$ cat config.mk
export PLATFORM = sky130hd
export DESIGN_NAME = uart_rx
export DESIGN_NICKNAME = d
export VERILOG_FILES = /design/src/rtl/uart_rx.sv
export SDC_FILE = /design/constraint.sdc
export NUM_CORES = 1
export LEC_CHECK = 0
export CELL_PAD_IN_SITES_DETAIL_PLACEMENT = 0
export CELL_PAD_IN_SITES_GLOBAL_PLACEMENT = 1
export CORE_MARGIN = 2
export CORE_UTILIZATION = 45
export CTS_BUF_LIST = sky130_fd_sc_hd__clkbuf_16
export DETAILED_ROUTE_END_ITERATION = 6
export PLACE_DENSITY = 0.94
export SLEW_MARGIN = 20
export SYNTH_ARGS = -nofsm -noshare
export SYNTH_HDL_FRONTEND = slang
export SYNTH_SLANG_ARGS = --single-unit
$ cat constraint.sdc
create_clock -name clk -period 2.9 [get_ports clk]
set_input_delay 0.435 -clock clk [delete_from_list [all_inputs] [get_ports clk]]
set_output_delay 0.435 -clock clk [all_outputs]
set_load 0.01 [all_outputs]
$ cat src/rtl/uart_rx.sv
// 16x-oversampling UART receiver: start bit, DBIT data bits LSB first, no parity, stop period.
// Consumes the shared s_tick enable and reports each word with a one-cycle done pulse.
module uart_rx #(
    parameter int DBIT    = 8,
    parameter int SB_TICK = 16
) (
    input  logic            clk,
    input  logic            clear,
    input  logic            rx,
    input  logic            s_tick,
    output logic [DBIT-1:0] dout,
    output logic            rx_done_tick,
    output logic            frame_err
);

    typedef enum logic [1:0] {
        S_IDLE,
        S_START,
        S_DATA,
        S_STOP
    } state_t;

    localparam logic [4:0] MID_START = 5'd7;
    localparam logic [4:0] MID_BIT   = 5'd15;
    localparam logic [4:0] STOP_LAST = 5'(SB_TICK - 1);
    localparam logic [2:0] LAST_BIT  = 3'(DBIT - 1);

    state_t          r_state, w_state_next;
    logic            r_sync1, r_sync2;
    logic            w_rx_s;
    logic [4:0]      r_s_cnt, w_s_cnt_next;
    logic [2:0]      r_n_cnt, w_n_cnt_next;
    logic [DBIT-1:0] r_b, w_b_next;
    logic [DBIT-1:0] r_dout, w_dout_next;
    logic            r_done, w_done_next;
    logic            r_ferr, w_ferr_next;

    assign w_rx_s = r_sync2;

    always_ff @(posedge clk) begin
        if (clear) begin
            r_sync1 <= 1'b1;
            r_sync2 <= 1'b1;
            r_state <= S_IDLE;
            r_s_cnt <= '0;
            r_n_cnt <= '0;
            r_b     <= '0;
            r_dout  <= '0;
            r_done  <= 1'b0;
            r_ferr  <= 1'b0;
        end else begin
            // NOTE: non-blocking so every register samples pre-edge values; blocking here would
            // let r_sync2 see this cycle's r_sync1 and collapse the synchroniser to one flop.
            r_sync1 <= rx;
            r_sync2 <= r_sync1;
            r_state <= w_state_next;
            r_s_cnt <= w_s_cnt_next;
            r_n_cnt <= w_n_cnt_next;
            r_b     <= w_b_next;
            r_dout  <= w_dout_next;
            r_done  <= w_done_next;
            r_ferr  <= w_ferr_next;
        end
    end

    always_comb begin
        // NOTE: every output of this block gets a default first; a path that skipped an
        // assignment would otherwise infer a latch.
        w_state_next = r_state;
        w_s_cnt_next = r_s_cnt;
        w_n_cnt_next = r_n_cnt;
        w_b_next     = r_b;
        w_dout_next  = r_dout;
        w_ferr_next  = r_ferr;
        w_done_next  = 1'b0;

        case (r_state)
            S_IDLE: begin
                if (!w_rx_s) begin
                    w_state_next = S_START;
                    w_s_cnt_next = '0;
                end
            end
            S_START: begin
                if (s_tick) begin
                    if (r_s_cnt == MID_START) begin
                        // A line that is high again mid start bit was only a glitch.
                        if (!w_rx_s) begin
                            w_state_next = S_DATA;
                            w_s_cnt_next = '0;
                            w_n_cnt_next = '0;
                        end else begin
                            w_state_next = S_IDLE;
                        end
                    end else begin
                        w_s_cnt_next = r_s_cnt + 5'd1;
                    end
                end
            end
            S_DATA: begin
                if (s_tick) begin
                    if (r_s_cnt == MID_BIT) begin
                        w_s_cnt_next = '0;
                        w_b_next     = {w_rx_s, r_b[DBIT-1:1]};
                        if (r_n_cnt == LAST_BIT) begin
                            w_state_next = S_STOP;
                        end else begin
                            w_n_cnt_next = r_n_cnt + 3'd1;
                        end
                    end else begin
                        w_s_cnt_next = r_s_cnt + 5'd1;
                    end
                end
            end
            S_STOP: begin
                if (s_tick) begin
                    if (r_s_cnt == STOP_LAST) begin
                        w_dout_next  = r_b;
                        w_ferr_next  = ~w_rx_s;
                        w_done_next  = 1'b1;
                        w_state_next = S_IDLE;
                    end else begin
                        w_s_cnt_next = r_s_cnt + 5'd1;
                    end
                end
            end
            default: w_state_next = S_IDLE;
        endcase
    end

    assign dout         = r_dout;
    assign rx_done_tick = r_done;
    assign frame_err    = r_ferr;

endmodule
# Word-level counts from Yosys, hierarchy flattened
# Cells that the tools add are included.
totals:
  input_bits: 4
  regBits: 30
  out_inout_bits: 10
  word_cells: 65
classes:
  reduce_logical: 8
  bitwise_logic: 3
  add_sub_neg: 2
  n_eq_ne: 17
  muxes: 26
op_table:
  columns: ["op", "n"]
  rows:
  - ["2-to-1 mux 5 bit", 7]
  - ["inequality test 2 bit (second input constant)", 11]
  - ["case mux 5 bit (4 select lines)", 1]
  - ["2-to-1 mux 2 bit", 9]
  - ["2-to-1 mux 3 bit", 6]
  - ["case mux 2 bit (4 select lines)", 1]
  - ["AND reduction 8 bit", 1]
  - ["AND reduction 7 bit", 1]
  - ["case mux 3 bit (2 select lines)", 1]
  - ["AND reduction 3 bit", 2]
  - ["adder 5 x 1 -> 5 bit (second input constant)", 1]
  - ["== test 5 x 3 -> 1 bit (second input constant)", 1]
  - ["== test 5 x 4 -> 1 bit (second input constant)", 1]
  - ["== test 2 bit (second input constant)", 2]
  - ["AND reduction 4 bit", 1]
  - ["adder 3 x 1 -> 3 bit (second input constant)", 1]
  - ["== test 3 bit (second input constant)", 1]
  - ["NOT 1 bit", 3]
  - ["OR reduction 3 bit", 1]
  - ["== test 2 x 1 -> 1 bit (second input constant)", 1]
  - ["logical NOT 2 bit", 1]
  - ["nonzero test 2 bit", 1]
  - ["2-to-1 mux 1 bit", 1]

# Logic depth before layout (Yosys ltp)
logic_depth:
  word_depth: 5
  mapped_depth: 8
  mapped_depth_nobuf: 7

# Worst setup path after synthesis
# Ideal clock, no wire load.
synth_path:
  path_type: "register to register"
  startpoint: "register r_s_cnt[0]"
  endpoint: "register r_s_cnt[2]"
  arrival_time_ns: 1.686
  n_path_buf: 0
  period_less_slack_ns: 1.806
  setup_time_ns: 0.120
  path_stages_with_launch: 8
  t_required_ns: 2.780
  path_slack_ns: 1.094
  cell_sequence: "dfxtp_1 ha_1 and3_2 ha_1 a21boi_1 o22a_2 a21oi_2 a211o_1"
synth_via:
  elab_chain_cells: 4
  word_cells_on_any_way: 12
  classes_between: "1 x add/sub; 3 x eq/ne; 7 x mux; 1 x reduce/logical"
synth_lines:
  columns: ["item", "line_no", "source"]
  rows:
  - ["from (decl)", "31", "logic [4:0] r_s_cnt, w_s_cnt_next;"]
  - ["from (signal assigned)", "57", "r_s_cnt <= w_s_cnt_next;"]
  - ["adder 5 x 1 -> 5 bit, or another cell as far along", "96, 111, 123", null]
  - ["2-to-1 mux 5 bit (on tied branches)", "117, 102, 86", null]
  - ["2-to-1 mux 5 bit (on tied branches)", "116, 101, 85", null]
  - ["case mux 5 bit (4 select lines)", "77", "case (r_state)"]
# Several ways; a longest one is shown, not always the timed one. The select of a mux whose other input is x is not followed.
# A chain may end at the register's enable or synchronous reset.

# Worst setup path after layout
layout_path:
  startpoint: "register r_s_cnt[0]"
  endpoint: "register r_ferr, in the netlist frame_err"
layout_via:
  elab_chain_cells: 2
layout_lines:
  columns: ["item", "line_no", "source"]
  rows:
  - ["== test 5 x 4 -> 1 bit", "117", "if (r_s_cnt == STOP_LAST) begin"]
  - ["AND reduction 3 bit (no line)", null, null]
  - ["to (signal assigned)", "62", "r_ferr <= w_ferr_next;"]
  - ["to (decl)", "36", "logic r_ferr, w_ferr_next;"]
# Every way passes these cells.

==> metrics.md <==
| Metric | Value |
|---|---|
| Result of the run | `finished, violations left` |
| Violated checks | `design-rule violations` |
| Arrival @ worst endpoint | `2.43 ns` |
| Nets in the synthesized netlist | `155` |
| Fraction of power consumed by sequential logic | `44.5%` |
| Routed wire length per instance | `12.9 microns` |
| Area occupied by multi-input gates | `657 sq um` |
| Number of setup violations in the final report | `0` |
| CTS root buf | `sky130_fd_sc_hd__clkbuf_16` |
| Buffer and inverter count on the worst path | `0` |
| Total power density per cell area | `589 nW/um^2` |
| Switching power as a share of total power | `21.3%` |
| Via count of the first global-routing pass | `1009` |
| Area of the core region | `2810 sq um` |
| Routed wire length | `2.47 mm` |
| Area growth syn-to-layout | `19.2%` |
| Height of the chip | `58.6 microns` |
| TritonCTS clock tree | `built` |
| Pre-Repair DR Iteration Count | `6` |
| Count of warnings emitted by yosys | `0` |
| Die area | `3430 sq um` |
| Lkg Pwr | `0.000591 uW` |
| Final RePlAce weighted congestion | `0.876` |
| Type of element capturing the critical path | `flop` |
| Pin slew with the least headroom to its limit | `0.653 ns` |
| Highest achievable clock rate | `448 MHz` |
| Avg Vias per Cell | `5.58` |
| Area post-placement | `1460 sq um` |
| Ant. Diodes | `0` |
| Placement Setup Slack | `0.663 ns` |
| Minimum clock period after layout | `2.23 ns` |
| Top post-synthesis cells by area | `sky130_fd_sc_hd__dfxtp_1, sky130_fd_sc_hd__nand2_1, sky130_fd_sc_hd__a21oi_1, sky130_fd_sc_hd__ha_1, sky130_fd_sc_hd__a22o_1` |
| Max Transition Viols Final | `0` |
| Critical path, cell by cell | `ha_1 > and3_2 > ha_1 > nand3_2 > nor2_1 > nor2_1 > a211oi_1` |
| Aggregate global-route resource usage | `16.6%` |
| Remaining antenna violation count | `0` |
| Worst Setup Path Type | `reg -> reg` |
| Crit path max-delay cell type | `sky130_fd_sc_hd__nor2_1` |
| Cell with the most instances after synthesis | `sky130_fd_sc_hd__nand2_1` |
| Synthesized instance count | `146` |
| Post-CTS Setup Repair Bufs | `0` |
| Total Negative Setup Slacks | `0 ns` |
| Number of vias after detailed routing | `1071` |
| Number of standard-cell rows in the floorplan | `19` |
| Count of different cell masters after synthesis | `44` |
| Seq cells post-synth | `30` |
| Setup WS post-layout | `0.670 ns` |
| Pin count of the biggest net entering global routing | `29` |
| Clock group share of total power | `52.2%` |
| Worst VDD drop | `0.373 mV` |
| Switching power | `201 uW` |
| Post_cts resized | `0` |
| Number of antenna violations at the first check in global routing | `0` |
| Post-synth top flop | `sky130_fd_sc_hd__dfxtp_1` |
| CTS H-Tree Depth | `2` |
| Cell-internal power | `741 uW` |
| Register area | `601 sq um` |
| Starting Density | `47.8%` |
| Final setup skew | `0.00524 ns` |
| Crit path max-delay family | `simple AND/OR/NAND/NOR gates` |
| Commonest cells in the synthesized netlist | `sky130_fd_sc_hd__nand2_1, sky130_fd_sc_hd__dfxtp_1, sky130_fd_sc_hd__a21oi_1` |
| HP Class | `reg -> reg` |
| Die W | `58.6 microns` |
| Area of the mapped netlist | `1340 sq um` |
| Largest area contributor in the synthesized netlist | `sky130_fd_sc_hd__dfxtp_1` |
| Final Hold Fails | `0` |
| Required arrival time at the worst endpoint | `3.10 ns` |
| Layout Nets | `169` |
| Maxcap violations | `0` |
| CTS clock-pin slew for the worst setup and hold paths | `0.05 ns` |
| EDFF count, synth | `0` |
| Asr flop ratio synth | `0%` |
| HPWL after DPL | `1.75 mm` |
| Final period utilization | `76.9%` |
| Total number of clock tree sinks | `30` |
| Worst-case clock buffer depth | `2` |
| Share of the yosys chip area belonging to registers | `44.8%` |
| Syn avg cell area | `9.19 sq um` |
| Slowest stage delay, CP | `0.55 ns` |
| Number of buffers created by CTS | `5` |
| Yosys top cell area share | `44.8%` |
| Combinational fraction of design power | `3.3%` |
| Crit Path Max Fanout | `11` |
| Hold buffers post-CTS | `0` |
| Setup repair after global routing missed its margin | `no` |
| Starting DRC count in detailed routing | `21` |
| Layout cells sized above 1 | `13.7%` |
| Finished Cell Area | `1600 sq um` |
| Global-route congestion overflow total | `0` |
| Filler cells | `260` |
| Number of port buffers | `13` |
| Global-route wire length before repair | `4.27 mm` |
| Top Ports | `14` |
| Post-detailed-route DRC marker count | `1` |
| Max-slew headroom | `56.3%` |
| Clock latency on the worst-skew pair | `0.28 ns` |
| Critical path startpoint category | `flop` |
## worst reg2reg max path: cells and delay by family, from the launching register on
family | cells | cell delay, ns
fa+ha+maj | 2 | 0.54
simple gates | 4 | 1.01
compound gates | 1 | 0.21
flops | 1 | 0.39
## power groups by stage
stage / clock [uW] / sequential (uW) / combinational [uW]
global route: 522 / 419 / 34.0
floorplan: 0 / 426 / 27.5
detailed placement: 0 / 428 / 30.8
CTS: 500 / 419 / 30.8
global placement: 0 / 427 / 30.4
finish: 491 / 419 / 30.8
## path summary, 6_finish.rpt
check | from | end | slack, ns | cells past startpoint
setup / recovery | r_s_cnt[0]$_SDFFE_PP0P_ | frame_err$_SDFFE_PP0P_ | 0.67 | 7
hold / removal | r_sync1$_SDFF_PP1_ | r_sync2$_SDFF_PP1_ | 0.41 | 1
setup reg to reg | r_s_cnt[0]$_SDFFE_PP0P_ | frame_err$_SDFFE_PP0P_ | 0.67 | 7
hold reg to reg | r_sync1$_SDFF_PP1_ | r_sync2$_SDFF_PP1_ | 0.41 | 1
## cell usage in the layout, fill, tap and decap left out, drive strengths merged, types with 2 or more instances in the layout
| cell | netlist | routed |
|---|---|---|
| a21oi | 22 | 22 |
| a22o | 4 | 4 |
| and4bb | 2 | 2 |
| clkbuf | 3 | 5 |
| clkdlybuf4s50 | 0 | 13 |
| clkinv | 1 | 3 |
| dfxtp | 30 | 30 |
| ha | 5 | 5 |
| inv | 5 | 5 |
| nand2 | 32 | 32 |
| nand3 | 4 | 4 |
| nor2 | 6 | 6 |
| nor3 | 2 | 2 |
| nor3b | 3 | 3 |
| or2 | 2 | 2 |
## layout make-up
class | instances | share of cell area [%]
Clock inverter | 3 | 1.02
Multi-Input combinational cell | 103 | 41.1
Clock buffer | 5 | 7.82
Tap cell | 31 | 2.43
Timing Repair Buffer | 14 | 8.61
Sequential cell | 30 | 37.6
Inverter | 6 | 1.49
## flip-flops by register name, summed over array words and instances (netlist names), named ones only
name,count
dout,8
r_b,8
r_s_cnt,5
r_n_cnt,3
frame_err,1
r_state,1
r_sync1,1
r_sync2,1
rx_done_tick,1
## per-stage QoR
stage          std cells  utilization (%)  hold WS, ns  power, uW
2_1_floorplan        146                -        0.389        453
3_3_place_gp         184             52.0        0.394        458
3_5_place_dp         184             52.0        0.399        458
4_1_cts              192             57.0        0.411        950
5_1_grt              192             57.0        0.426        975
6_report             192             57.0        0.408        942
## per-layer routing
| metal | part of all wire, % | vias up | GRT usage (%) |
|---|---|---|---|
| met5 | 0 | - | 0 |
| met4 | 1.3 | 0 | 5.84 |
| met3 | 5.1 | 3 | 6.59 |
| met2 | 48 | 25 | 27.6 |
| met1 | 46 | 502 | 19.3 |
| li1 | - | 541 | - |
## logic make-up (layout without fill, tap and decap cells)
kind of cell             after synthesis  in the layout  synth area share (%)
AND/OR/NAND/NOR                       57             57                  23.5
XOR/XNOR                               1              1                 0.653
AO/OA/AOI/OAI                         39             39                  19.3
adder cells (fa/ha/maj)                5              5                  4.66
buffers and inverters                 13             28                  6.25
flip-flops                            30             30                  44.8
multiplexers                           1              1                 0.839
Note: power is estimated with default switching activity, not from simulation.
